===== config.mk =====
export PLATFORM = sky130hd
export DESIGN_NAME = lsu_bus_if
export DESIGN_NICKNAME = d
export VERILOG_FILES = /design/src/rtl/lsu_pkg.sv /design/src/rtl/lsu_bus_if_align.sv /design/src/rtl/lsu_bus_if.sv
export SDC_FILE = /design/constraint.sdc
export NUM_CORES = 1
export LEC_CHECK = 0
export BUFFER_PORTS_ARGS = -buffer_cell sky130_fd_sc_hd__buf_4
export CAP_MARGIN = 15
export CORE_AREA = 2 2 163 165
export CTS_BUF_LIST = sky130_fd_sc_hd__clkbuf_8
export DETAILED_ROUTE_END_ITERATION = 8
export DIE_AREA = 0 0 165 167
export PLACE_DENSITY = 0.75
export SLEW_MARGIN = 10
export SYNTH_ARGS = -nofsm -noshare
export SYNTH_HDL_FRONTEND = slang
export SYNTH_SLANG_ARGS = --single-unit

===== constraint.sdc =====
create_clock -name clk -period 16.9 [get_ports clk]
set_input_delay 1.69 -clock clk [delete_from_list [all_inputs] [get_ports clk]]
set_output_delay 1.69 -clock clk [all_outputs]
set_load 0.03 [all_outputs]

===== src/rtl/lsu_pkg.sv =====
// Shared definitions for the load/store bus interface: operation bit indices,
// FSM states, access size encoding and the operation decoder.
package lsu_pkg;

    localparam int unsigned INFO_W = 11;

    localparam int unsigned OP_LB  = 10;
    localparam int unsigned OP_LH  = 9;
    localparam int unsigned OP_LW  = 8;
    localparam int unsigned OP_LD  = 7;
    localparam int unsigned OP_LBU = 6;
    localparam int unsigned OP_LHU = 5;
    localparam int unsigned OP_LWU = 4;
    localparam int unsigned OP_SB  = 3;
    localparam int unsigned OP_SH  = 2;
    localparam int unsigned OP_SW  = 1;
    localparam int unsigned OP_SD  = 0;

    typedef enum logic [1:0] {
        IDLE = 2'd0,
        REQ  = 2'd1,
        WAIT = 2'd2,
        DONE = 2'd3
    } state_e;

    // log2 of the access size in bytes
    typedef enum logic [1:0] {
        SZ_B = 2'd0,
        SZ_H = 2'd1,
        SZ_W = 2'd2,
        SZ_D = 2'd3
    } size_e;

    typedef struct packed {
        logic  is_load;
        logic  is_store;
        logic  is_signed;
        logic  rv64_only;   // ld, lwu, sd: only legal on a 64-bit datapath
        size_e size;
    } op_t;

    function automatic op_t op_decode(input logic [INFO_W-1:0] info);
        op_t op;
        op.is_load   = |info[OP_LB:OP_LWU];
        op.is_store  = |info[OP_SB:OP_SD];
        op.is_signed = info[OP_LB] | info[OP_LH] | info[OP_LW];
        op.rv64_only = info[OP_LD] | info[OP_LWU] | info[OP_SD];
        if (info[OP_LD] | info[OP_SD])
            op.size = SZ_D;
        else if (info[OP_LW] | info[OP_LWU] | info[OP_SW])
            op.size = SZ_W;
        else if (info[OP_LH] | info[OP_LHU] | info[OP_SH])
            op.size = SZ_H;
        else
            op.size = SZ_B;
        return op;
    endfunction

endpackage


===== src/rtl/lsu_bus_if_align.sv =====
// Combinational lane steering: store shift and strobes, load lane select with
// sign/zero extension, and the misaligned/illegal access checks.
module lsu_align
    import lsu_pkg::*;
#(
    parameter int XLEN = 64
) (
    input  op_t              op,
    input  logic [2:0]       addr_lo,
    input  logic [XLEN-1:0]  wdata,
    input  logic [XLEN-1:0]  rdata,
    output logic [XLEN-1:0]  wdata_lane,
    output logic [XLEN/8-1:0] wstrb,
    output logic [XLEN-1:0]  rdata_ext,
    output logic             misalign,
    output logic             illegal
);

    localparam int LANES = XLEN / 8;
    localparam int OFF_W = $clog2(LANES);

    logic [OFF_W-1:0] off;
    logic [3:0]       off_ext;
    logic [3:0]       nbytes;
    logic [XLEN-1:0]  rdata_sh;

    assign off        = addr_lo[OFF_W-1:0];
    assign off_ext    = 4'(off);
    assign nbytes     = 4'd1 << op.size;
    assign wdata_lane = wdata << {off, 3'b000};
    assign rdata_sh   = rdata >> {off, 3'b000};

    generate
        for (genvar gi = 0; gi < LANES; gi++) begin : g_strb
            localparam logic [3:0] LANE = 4'(gi);
            assign wstrb[gi] = op.is_store && (LANE >= off_ext) && (LANE < off_ext + nbytes);
        end
    endgenerate

    // lwu is grouped with ld/sd: it only exists on a 64-bit datapath
    assign illegal  = (XLEN == 32) && op.rv64_only;
    assign misalign = (op.is_load || op.is_store) && !illegal
                      && (|(addr_lo & 3'(nbytes - 4'd1)));

    always_comb begin
        rdata_ext = rdata_sh;
        case (op.size)
            SZ_B:    rdata_ext = op.is_signed ? XLEN'($signed(rdata_sh[7:0]))  : XLEN'(rdata_sh[7:0]);
            SZ_H:    rdata_ext = op.is_signed ? XLEN'($signed(rdata_sh[15:0])) : XLEN'(rdata_sh[15:0]);
            SZ_W:    rdata_ext = op.is_signed ? XLEN'($signed(rdata_sh[31:0])) : XLEN'(rdata_sh[31:0]);
            default: rdata_ext = rdata_sh;
        endcase
    end

endmodule


===== src/rtl/lsu_bus_if.sv =====
// Memory-stage load/store unit driving a valid/ready request/response bus;
// one access outstanding, pipeline stalled through busy while in flight.
module lsu_bus_if
    import lsu_pkg::*;
#(
    parameter int XLEN   = 64,
    parameter int ADDR_W = 64
) (
    input  logic                clk,
    input  logic                rst,
    input  logic                req_valid,
    output logic                req_ready,
    input  logic [INFO_W-1:0]   req_load_store_info,
    input  logic [ADDR_W-1:0]   req_addr,
    input  logic [XLEN-1:0]     req_wdata,
    output logic                rsp_valid,
    output logic [XLEN-1:0]     rsp_rdata,
    output logic                rsp_misalign,
    output logic                rsp_illegal,
    output logic                busy,
    output logic                bus_req_valid,
    input  logic                bus_req_ready,
    output logic                bus_req_we,
    output logic [ADDR_W-1:0]   bus_req_addr,
    output logic [XLEN-1:0]     bus_req_wdata,
    output logic [XLEN/8-1:0]   bus_req_wstrb,
    input  logic                bus_rsp_valid,
    input  logic [XLEN-1:0]     bus_rsp_rdata
);

    localparam int LANES = XLEN / 8;
    localparam logic [ADDR_W-1:0] ADDR_MASK = ~ADDR_W'(LANES - 1);

    state_e            state_reg, state_next;
    op_t               op_reg;
    logic [2:0]        addr_lo_reg;
    logic [XLEN-1:0]   rdata_reg;
    logic              misalign_reg, illegal_reg, busy_reg;
    logic [ADDR_W-1:0] bus_addr_reg;
    logic [XLEN-1:0]   bus_wdata_reg;
    logic [LANES-1:0]  bus_wstrb_reg;
    logic              bus_we_reg;

    op_t               req_op, cur_op;
    logic [2:0]        cur_addr_lo;
    logic              req_fire;
    logic [XLEN-1:0]   wdata_lane, rdata_ext;
    logic [LANES-1:0]  wstrb;
    logic              misalign, illegal;

    assign req_op   = op_decode(req_load_store_info);
    assign req_fire = req_valid && (state_reg == IDLE);

    // Checks run on the incoming request while idle; load formatting uses the latched op
    assign cur_op      = (state_reg == IDLE) ? req_op : op_reg;
    assign cur_addr_lo = (state_reg == IDLE) ? req_addr[2:0] : addr_lo_reg;

    lsu_align #(.XLEN(XLEN)) u_align (
        .op         (cur_op),
        .addr_lo    (cur_addr_lo),
        .wdata      (req_wdata),
        .rdata      (bus_rsp_rdata),
        .wdata_lane (wdata_lane),
        .wstrb      (wstrb),
        .rdata_ext  (rdata_ext),
        .misalign   (misalign),
        .illegal    (illegal)
    );

    always_comb begin
        state_next = state_reg;
        case (state_reg)
            IDLE: begin
                if (req_valid) begin
                    if (!(req_op.is_load || req_op.is_store) || misalign || illegal)
                        state_next = DONE;
                    else
                        state_next = REQ;
                end
            end
            REQ:     if (bus_req_ready) state_next = WAIT;
            WAIT:    if (bus_rsp_valid) state_next = DONE;
            DONE:    state_next = IDLE;
            default: state_next = IDLE;
        endcase
    end

    always_ff @(posedge clk or posedge rst) begin
        if (rst) begin
            state_reg     <= IDLE;
            busy_reg      <= 1'b0;
            op_reg        <= '0;
            addr_lo_reg   <= '0;
            rdata_reg     <= '0;
            misalign_reg  <= 1'b0;
            illegal_reg   <= 1'b0;
            bus_addr_reg  <= '0;
            bus_wdata_reg <= '0;
            bus_wstrb_reg <= '0;
            bus_we_reg    <= 1'b0;
        end else begin
            state_reg <= state_next;
            busy_reg  <= (state_next != IDLE);
            if (req_fire) begin
                op_reg        <= req_op;
                addr_lo_reg   <= req_addr[2:0];
                rdata_reg     <= '0;
                misalign_reg  <= misalign;
                illegal_reg   <= illegal;
                bus_addr_reg  <= req_addr & ADDR_MASK;
                bus_wdata_reg <= wdata_lane;
                bus_wstrb_reg <= wstrb;
                bus_we_reg    <= req_op.is_store;
            end
            if ((state_reg == WAIT) && bus_rsp_valid && op_reg.is_load)
                rdata_reg <= rdata_ext;
        end
    end

    assign req_ready     = (state_reg == IDLE);
    assign busy          = busy_reg;
    assign bus_req_valid = (state_reg == REQ);
    assign bus_req_we    = bus_we_reg;
    assign bus_req_addr  = bus_addr_reg;
    assign bus_req_wdata = bus_wdata_reg;
    assign bus_req_wstrb = bus_wstrb_reg;
    assign rsp_valid     = (state_reg == DONE);
    assign rsp_rdata     = (state_reg == DONE) ? rdata_reg : '0;
    assign rsp_misalign  = (state_reg == DONE) && misalign_reg;
    assign rsp_illegal   = (state_reg == DONE) && illegal_reg;

endmodule


==> flow_summary.yaml, run 1 <==
outcome:
  status: "completed"
timing:
  hold_viol: 0
  setup_viol: 0
  finClkSkew_ps: 18.6
  tightest_slew_ps: 1140
  fin_crit_ps: 5280
  max_freq_ghz: 0.189
  grt_setup_unrepaired: "no"
  fin_crit_sh_pct: 31.3
  tns_ps: 0
  slew_headroom_pct: 23.9
  maxSlewViolCount: 0
worst_hold_path:
  hold_class: "flip-flop to flip-flop"
final_layout:
  instances_no_fill: 2192
  drive_gt1_share_pct: 28.3
  syn_to_final_growth_pct: 32.2
  fin_util_pct: 61.1
  antenna_cells: 0
  finalNetCount: 2046
power:
  switching_share_pct: 51.7
  pwr-share-seq_pct: 25.0
  power.density_nw_per_um2: 215
  p_leak_nw: 8.28
  p_sw_mw: 1.75
  power_frac_comb_pct: 61.4
  power.total_mw: 3.39
  clock_power_share_pct: 13.7
  intPower_mw: 1.64
  irDropWorstVdd_mv: 0.121
global_route:
  grt_pass1_vias: 12200
  grt_usage_pct: 32.2
  overflow: 0
  grt_pass1_wl_um: 68800
  antenna_found_initial: 0
  grt_max_degree: 146
synthesis:
  avgSynthCellArea_um2: 8.02
  synth_warnings: 0
  yosys.area.top_type_share_pct: 43.9
  ys_seq_elements: 209
  synthFlopType: "dfrtp_1"
  syn_inst: 1484
  netlist_top_cells_area: "dfrtp_1 (44%), nand2_1 (15%), mux2i_1 (4.5%), and3_1 (3.9%), o21ai_0 (3.7%)"
  synth_cell_types: 68
  synth_edf_count: 0
  ys_async_sr_fraction_pct: 100
  syn-cell-area_um2: 11900
  synth_top_area_cell: "dfrtp_1"
  ys_seq_area_share_pct: 43.9
  yosys-top-cells-count: "nand2_1 (467), dfrtp_1 (209), nor2_1 (102)"
  yosysMostFrequentCell: "nand2_1"
clock_tree:
  root_buffer: "clkbuf_8"
  clock_latency_ps: 540
  cts-hold-fix-buffers: 0
  cts.sinks: 209
  cts_buffer_depth: 3
  clkTransAtPathRegs_ps: 60
  cts_resized: 0
  cts_made_buffers: 37
  cts_tree: "done"
  postCtsSetupBuffers: 0
  cts_htree_levels: 2
floorplanning:
  core-area_um2: 25800
  die_x_um: 165
  io-pin-count: 415
  start_util_pct: 46.2
  rows: 59
  die_h_um: 167
  dieArea_um2: 27600
route:
  routedWlPerCell_um: 20.6
  dr.first_iter.drc_count: 1229
  vias_per_cell: 5.78
  drt_pre_antenna_iters: 6
  wl_um: 45200
  ant_nets: 0
  dr_total_vias: 12700
  drc: 0
worst_setup_path:
  crit_family: "compound AO/OA/AOI/OAI gates"
  critPathCaptureType: "flip-flop"
  crit_chain: "or2_1 > inv_4 > mux2i_4 > buf_4 > inv_2 > buf_4 > nand2_1 > o2111ai_4 > o221ai_4 > o21ai_4 > o21ai_0"
  reg2reg_slack_ps: 11620
  r2r_end: "rdata_reg[45]$_DFFE_PP0P_"
  crit_cells: 11
  path_common_cell: "buf_4"
  worstSetupEndpoint: "rdata_reg[45]$_DFFE_PP0P_"
  critPathArrivalTime_ps: 5660
  crit_path_top_delay_cell: "dfrtp_2"
  critPathMaxStageDelay_ps: 1100
  start_kind: "flip-flop"
  critPathMaxFanout: 83
  crit_buf_inv: 4
  startpoint: "state_reg[1]$_DFF_PP0_"
  cp.required_ps: 17280
  setup.worst_path.class: "flip-flop to flip-flop"
  crit-reg2reg-launch: "state_reg[1]$_DFF_PP0_"
  rr_worst_depth: 11
placed_design:
  dp_hpwl_um: 32800
  dp.cells: 2129
  numPortBuffers: 410
  place_congestion: 0.982
flow_run:
  drv_cap: 0
-- cell usage in the layout, fill, tap and decap left out, types with 4 or more instances in the layout --
master	instances
nand2_1	466
buf_4	421
dfrtp_1	207
nor2_1	101
o21ai_0	88
and3_1	75
nand3_1	72
a21oi_1	66
mux2i_1	53
clkbuf_8	43
a31oi_1	35
inv_1	20
a22o_1	20
mux2_2	16
o211ai_1	16
nor3_1	14
a22oi_1	11
o21ai_2	11
o22ai_1	9
a221oi_1	8
a311oi_1	8
a211o_1	7
o21ai_1	6
inv_2	4
a32o_1	4
ha_1	4
conb_1	4
clkinv_2	4
-- worst reg2reg max path: cells and delay by family, from the launching register on --
family / cells / cell delay (ps)
AOI/OAI and AO/OA: 4 / 1530
muxes: 1 / 220
buffers and inverters: 4 / 1130
DFF: 1 / 1100
and+or+nand+nor: 2 / 1160
-- power by group through the flow --
| stage | registers (mW) | clock network [mW] | logic [mW] |
|---|---|---|---|
| finish | 0.846 | 0.464 | 2.08 |
| global route | 0.869 | 0.494 | 2.24 |
| CTS | 0.842 | 0.473 | 2.06 |
| detailed placement | 0.845 | 0 | 2.05 |
| global placement | 0.841 | 0 | 2.02 |
| floorplan | 1.08 | 0 | 1.16 |
-- kinds of logic after synthesis --
group / share of synthesized area, %
xor+xnor: 0.147
other cells: 0.0315
simple gates: 27.4
mux: 6.16
compound gates: 17.1
fa+ha+maj: 0.588
buf+inv: 4.60
flops: 43.9
-- stage by stage --
stage / worst slack (ps) / cell area, um2 / hold WS [ps]
2_1_floorplan: 9500 / 11900 / 432
3_3_place_gp: 11550 / 15000 / 449
3_5_place_dp: 11480 / 15000 / 452
4_1_cts: 11710 / 15700 / 464
5_1_grt: 11190 / 15700 / 479
6_report: 11620 / 15700 / 462
-- area by class of cell --
cell class | count | area, um2
Timing Repair Buffer | 421 | 3160
Tap cell | 335 | 419
Sequential cell | 209 | 5230
Inverter | 14 | 62.6
Clock inverter | 20 | 121
Fill cell | 2366 | 10000
Multi-Input combinational cell | 1150 | 6160
Clock buffer | 43 | 592
-- worst min-delay path by stage --
stage / cells after the start / start / end
after detailed placement: 2 / rdata_reg[52]$_DFFE_PP0P_ / rdata_reg[52]$_DFFE_PP0P_
after floorplan: 2 / rdata_reg[48]$_DFFE_PP0P_ / rdata_reg[48]$_DFFE_PP0P_
after global routing: 2 / rdata_reg[52]$_DFFE_PP0P_ / rdata_reg[52]$_DFFE_PP0P_
final: 2 / rdata_reg[53]$_DFFE_PP0P_ / rdata_reg[53]$_DFFE_PP0P_
after CTS: 2 / rdata_reg[52]$_DFFE_PP0P_ / rdata_reg[52]$_DFFE_PP0P_
after global placement: 2 / rdata_reg[53]$_DFFE_PP0P_ / rdata_reg[53]$_DFFE_PP0P_
-- per-layer routing --
layer  GRT usage [%]  wire length, um  vias to the layer above  part of all wire [%]
li1                -                -                     5815                     -
met1            41.0            17600                     6076                    39
met2            52.9            21800                      679                    48
met3            7.30             4070                      106                   9.0
met4            12.6             1700                        0                   3.8
met5               0                0                        -                     0
No activity file was read; power rests on OpenSTA's default activity.
==> inputs of run 2 (changes only) <==
--- a/config.mk
+++ b/config.mk
@@ -5,13 +5,14 @@
 export SDC_FILE = /design/constraint.sdc
 export NUM_CORES = 1
 export LEC_CHECK = 0
+export ABC_AREA = 1
 export BUFFER_PORTS_ARGS = -buffer_cell sky130_fd_sc_hd__buf_4
 export CAP_MARGIN = 15
-export CORE_AREA = 2 2 163 165
+export CORE_ASPECT_RATIO = 0.7
+export CORE_UTILIZATION = 52
 export CTS_BUF_LIST = sky130_fd_sc_hd__clkbuf_8
 export DETAILED_ROUTE_END_ITERATION = 8
-export DIE_AREA = 0 0 165 167
-export PLACE_DENSITY = 0.75
+export PLACE_DENSITY = 0.82
 export SLEW_MARGIN = 10
 export SYNTH_ARGS = -nofsm -noshare
 export SYNTH_HDL_FRONTEND = slang
==> constraint.sdc (replaced) <==
create_clock -name clk -period 5.2 [get_ports clk]
set_input_delay 0.52 -clock clk [delete_from_list [all_inputs] [get_ports clk]]
set_output_delay 0.52 -clock clk [all_outputs]
set_load 0.03 [all_outputs]
==> run 2 against run 1 <==
Setup slack got worse by 10000 ps. Critical path depth unchanged. Hold slack got worse by 370 ps. Combinational power grew to 3.2 times the previous value. Highest routed layer unchanged.
==> flow_summary.yaml, run 2 <==
outcome:
  status: "completed"
route:
  routedWlPerCell_um: 18.4
  vias_per_cell: 5.56
  drt_pre_antenna_iters: 8
  wl_um: 44500
  dr.first_iter.drc_count: 1320
  drc: 0
  dr_total_vias: 13400
  ant_nets: 0
worst_setup_path:
  setup.worst_path.class: "flip-flop to flip-flop"
  critPathArrivalTime_ps: 4100
  critPathCaptureType: "flip-flop"
  path_common_cell: "nand2_1"
  crit_chain: "nor2_4 > nand2_1 > nand2_4 > nand2_1 > nand3_1 > nand3_1 > nand2_1 > nand2_1 > nand4_2 > nand2_1 > nand2_1"
  critPathMaxFanout: 81
  crit_path_top_delay_cell: "nand2_4"
  critPathMaxStageDelay_ps: 720
  cp.required_ps: 5670
  start_kind: "flip-flop"
final_layout:
  instances_no_fill: 2414
  syn_to_final_growth_pct: 31.2
  layout_commonest_cell: "nand2_1"
  drive_gt1_share_pct: 23.9
  final_cell_mix: "nand2_1 (675), buf_4 (425), dfrtp_1 (209), nor2_1 (151), o21ai_0 (151)"
  finalNetCount: 2291
clock_tree:
  clkTransAtPathRegs_ps: 60
  clock_latency_ps: 540
  cts.sinks: 209
  postCtsSetupBuffers: 0
  cts_resized: 0
  cts_tree: "done"
  cts_htree_levels: 2
  cts-hold-fix-buffers: 0
  cts_buffer_depth: 3
  root_buffer: "clkbuf_8"
  cts_made_buffers: 36
synthesis:
  avgSynthCellArea_um2: 6.96
  ys_async_sr_fraction_pct: 100
  yosysMostFrequentCell: "nand2_1"
  synthFlopType: "dfrtp_1"
  synth_cell_types: 35
  synth_edf_count: 0
  syn-cell-area_um2: 12100
  yosys-top-cells-count: "nand2_1 (678), dfrtp_1 (209), nor2_1 (152)"
  yosys.area.top_type_share_pct: 43.4
  synth_warnings: 0
  ys_seq_area_share_pct: 43.4
  syn_inst: 1731
  synth_top_area_cell: "dfrtp_1"
  netlist_top_cells_area: "dfrtp_1 (43%), nand2_1 (21%), o21ai_0 (6.3%), nand3_1 (4.8%), nor2_1 (4.7%)"
  ys_seq_elements: 209
power:
  p_leak_nw: 8.55
  intPower_mw: 5.10
  irDropWorstVdd_mv: 0.716
  pwr-share-seq_pct: 24.6
  clock_power_share_pct: 13.4
  switching_share_pct: 52.8
  power.density_nw_per_um2: 684
  power_frac_comb_pct: 62.0
  p_sw_mw: 5.71
floorplanning:
  dieArea_um2: 23800
  die_x_um: 184
  rows: 46
  io-pin-count: 415
  die_h_um: 129
  core-area_um2: 22700
  start_util_pct: 53.1
global_route:
  antenna_found_initial: 2
  grt_pass1_wl_um: 68100
  overflow: 0
  grt_pass1_vias: 12300
  grt_usage_pct: 37.1
  grt_max_degree: 135
timing:
  finClkSkew_ps: 18.2
  fin_crit_ps: 3640
  tns_ps: 0
  maxSlewViolCount: 0
  slew_headroom_pct: 28.0
  tightest_slew_ps: 1080
  fin_crit_sh_pct: 69.9
  hold_viol: 0
  grt_setup_unrepaired: "no"
  max_freq_ghz: 0.275
  fin_hold_ws_ps: 90.5
  setup_viol: 0
flow_run:
  drv_cap: 0
placed_design:
  dp_hpwl_um: 32000
  place_congestion: 0.961
  numPortBuffers: 410
  dp.cells: 2352
worst_hold_path:
  hold_class: "input port to asynchronous set/reset pin"
[run 2: cell families (layout without fill, tap and decap cells)]
family,Yosys count,count (layout),share of synthesized area (%)
flops,209,209,43.4
simple gates,975,975,32.2
fa+ha+maj,5,5,0.581
mux,28,28,2.33
other cells,1,5,0.0311
xor+xnor,1,1,0.0727
buf+inv,247,614,8.88
compound gates,265,265,12.5
[run 2: layout make-up]
cell class	count	area, um2
antenna	1	2.50
clock buffer	43	592
clock inverter	18	91.3
fill	1996	6860
inverter	127	480
multi-input combinational	1278	5820
sequential	209	5230
tap	312	390
timing repair buffer	426	3210
[run 2: through the flow]
stage	total power, mW	setup slack [ps]	instance area (um2)	utilization (%)
4_1_cts	10.7	1600	15800	69.7
5_1_grt	11.5	1250	15800	69.7
2_1_floorplan	7.19	1970	12100	-
6_report	10.8	1560	15800	69.7
3_5_place_dp	9.24	1640	15100	66.7
3_3_place_gp	9.13	1810	15100	66.7
[run 2: per-layer routing]
metal	GRT usage, %	share of wire, %
met1	50.2	41
met2	58.3	45
met3	8.68	10
met4	14.4	3.5
met5	0	0
[run 2: worst paths after layout]
check | endpoint | start | slack, ps | cells past startpoint
max reg2reg | rdata_reg[54]$_DFFE_PP0P_ | state_reg[1]$_DFF_PP0_ | 1560 | 11
min reg2reg | rdata_reg[52]$_DFFE_PP0P_ | rdata_reg[52]$_DFFE_PP0P_ | 480 | 2
min in group clk | bus_req_addr[53]$_DFFE_PP0P_ | req_addr[53] | 170 | 3
max | rdata_reg[54]$_DFFE_PP0P_ | state_reg[1]$_DFF_PP0_ | 1560 | 11
max in group asynchronous | bus_req_addr[13]$_DFFE_PP0P_ | rst | 3950 | 3
min | bus_req_wdata[18]$_DFFE_PP0P_ | rst | 90 | 2
[run 2: worst max-delay path, delay by kind of cell (launching register included)]
family,cells,cell delay [ps]
AND/OR/NAND/NOR,11,3080
flip-flops,1,450
[run 2: power by group through the flow]
stage	clock (mW)	combinational, mW	sequential, mW
4_1_cts	1.47	6.61	2.64
3_3_place_gp	0	6.49	2.64
6_report	1.45	6.71	2.65
5_1_grt	1.54	7.27	2.72
3_5_place_dp	0	6.59	2.65
2_1_floorplan	0	3.77	3.43
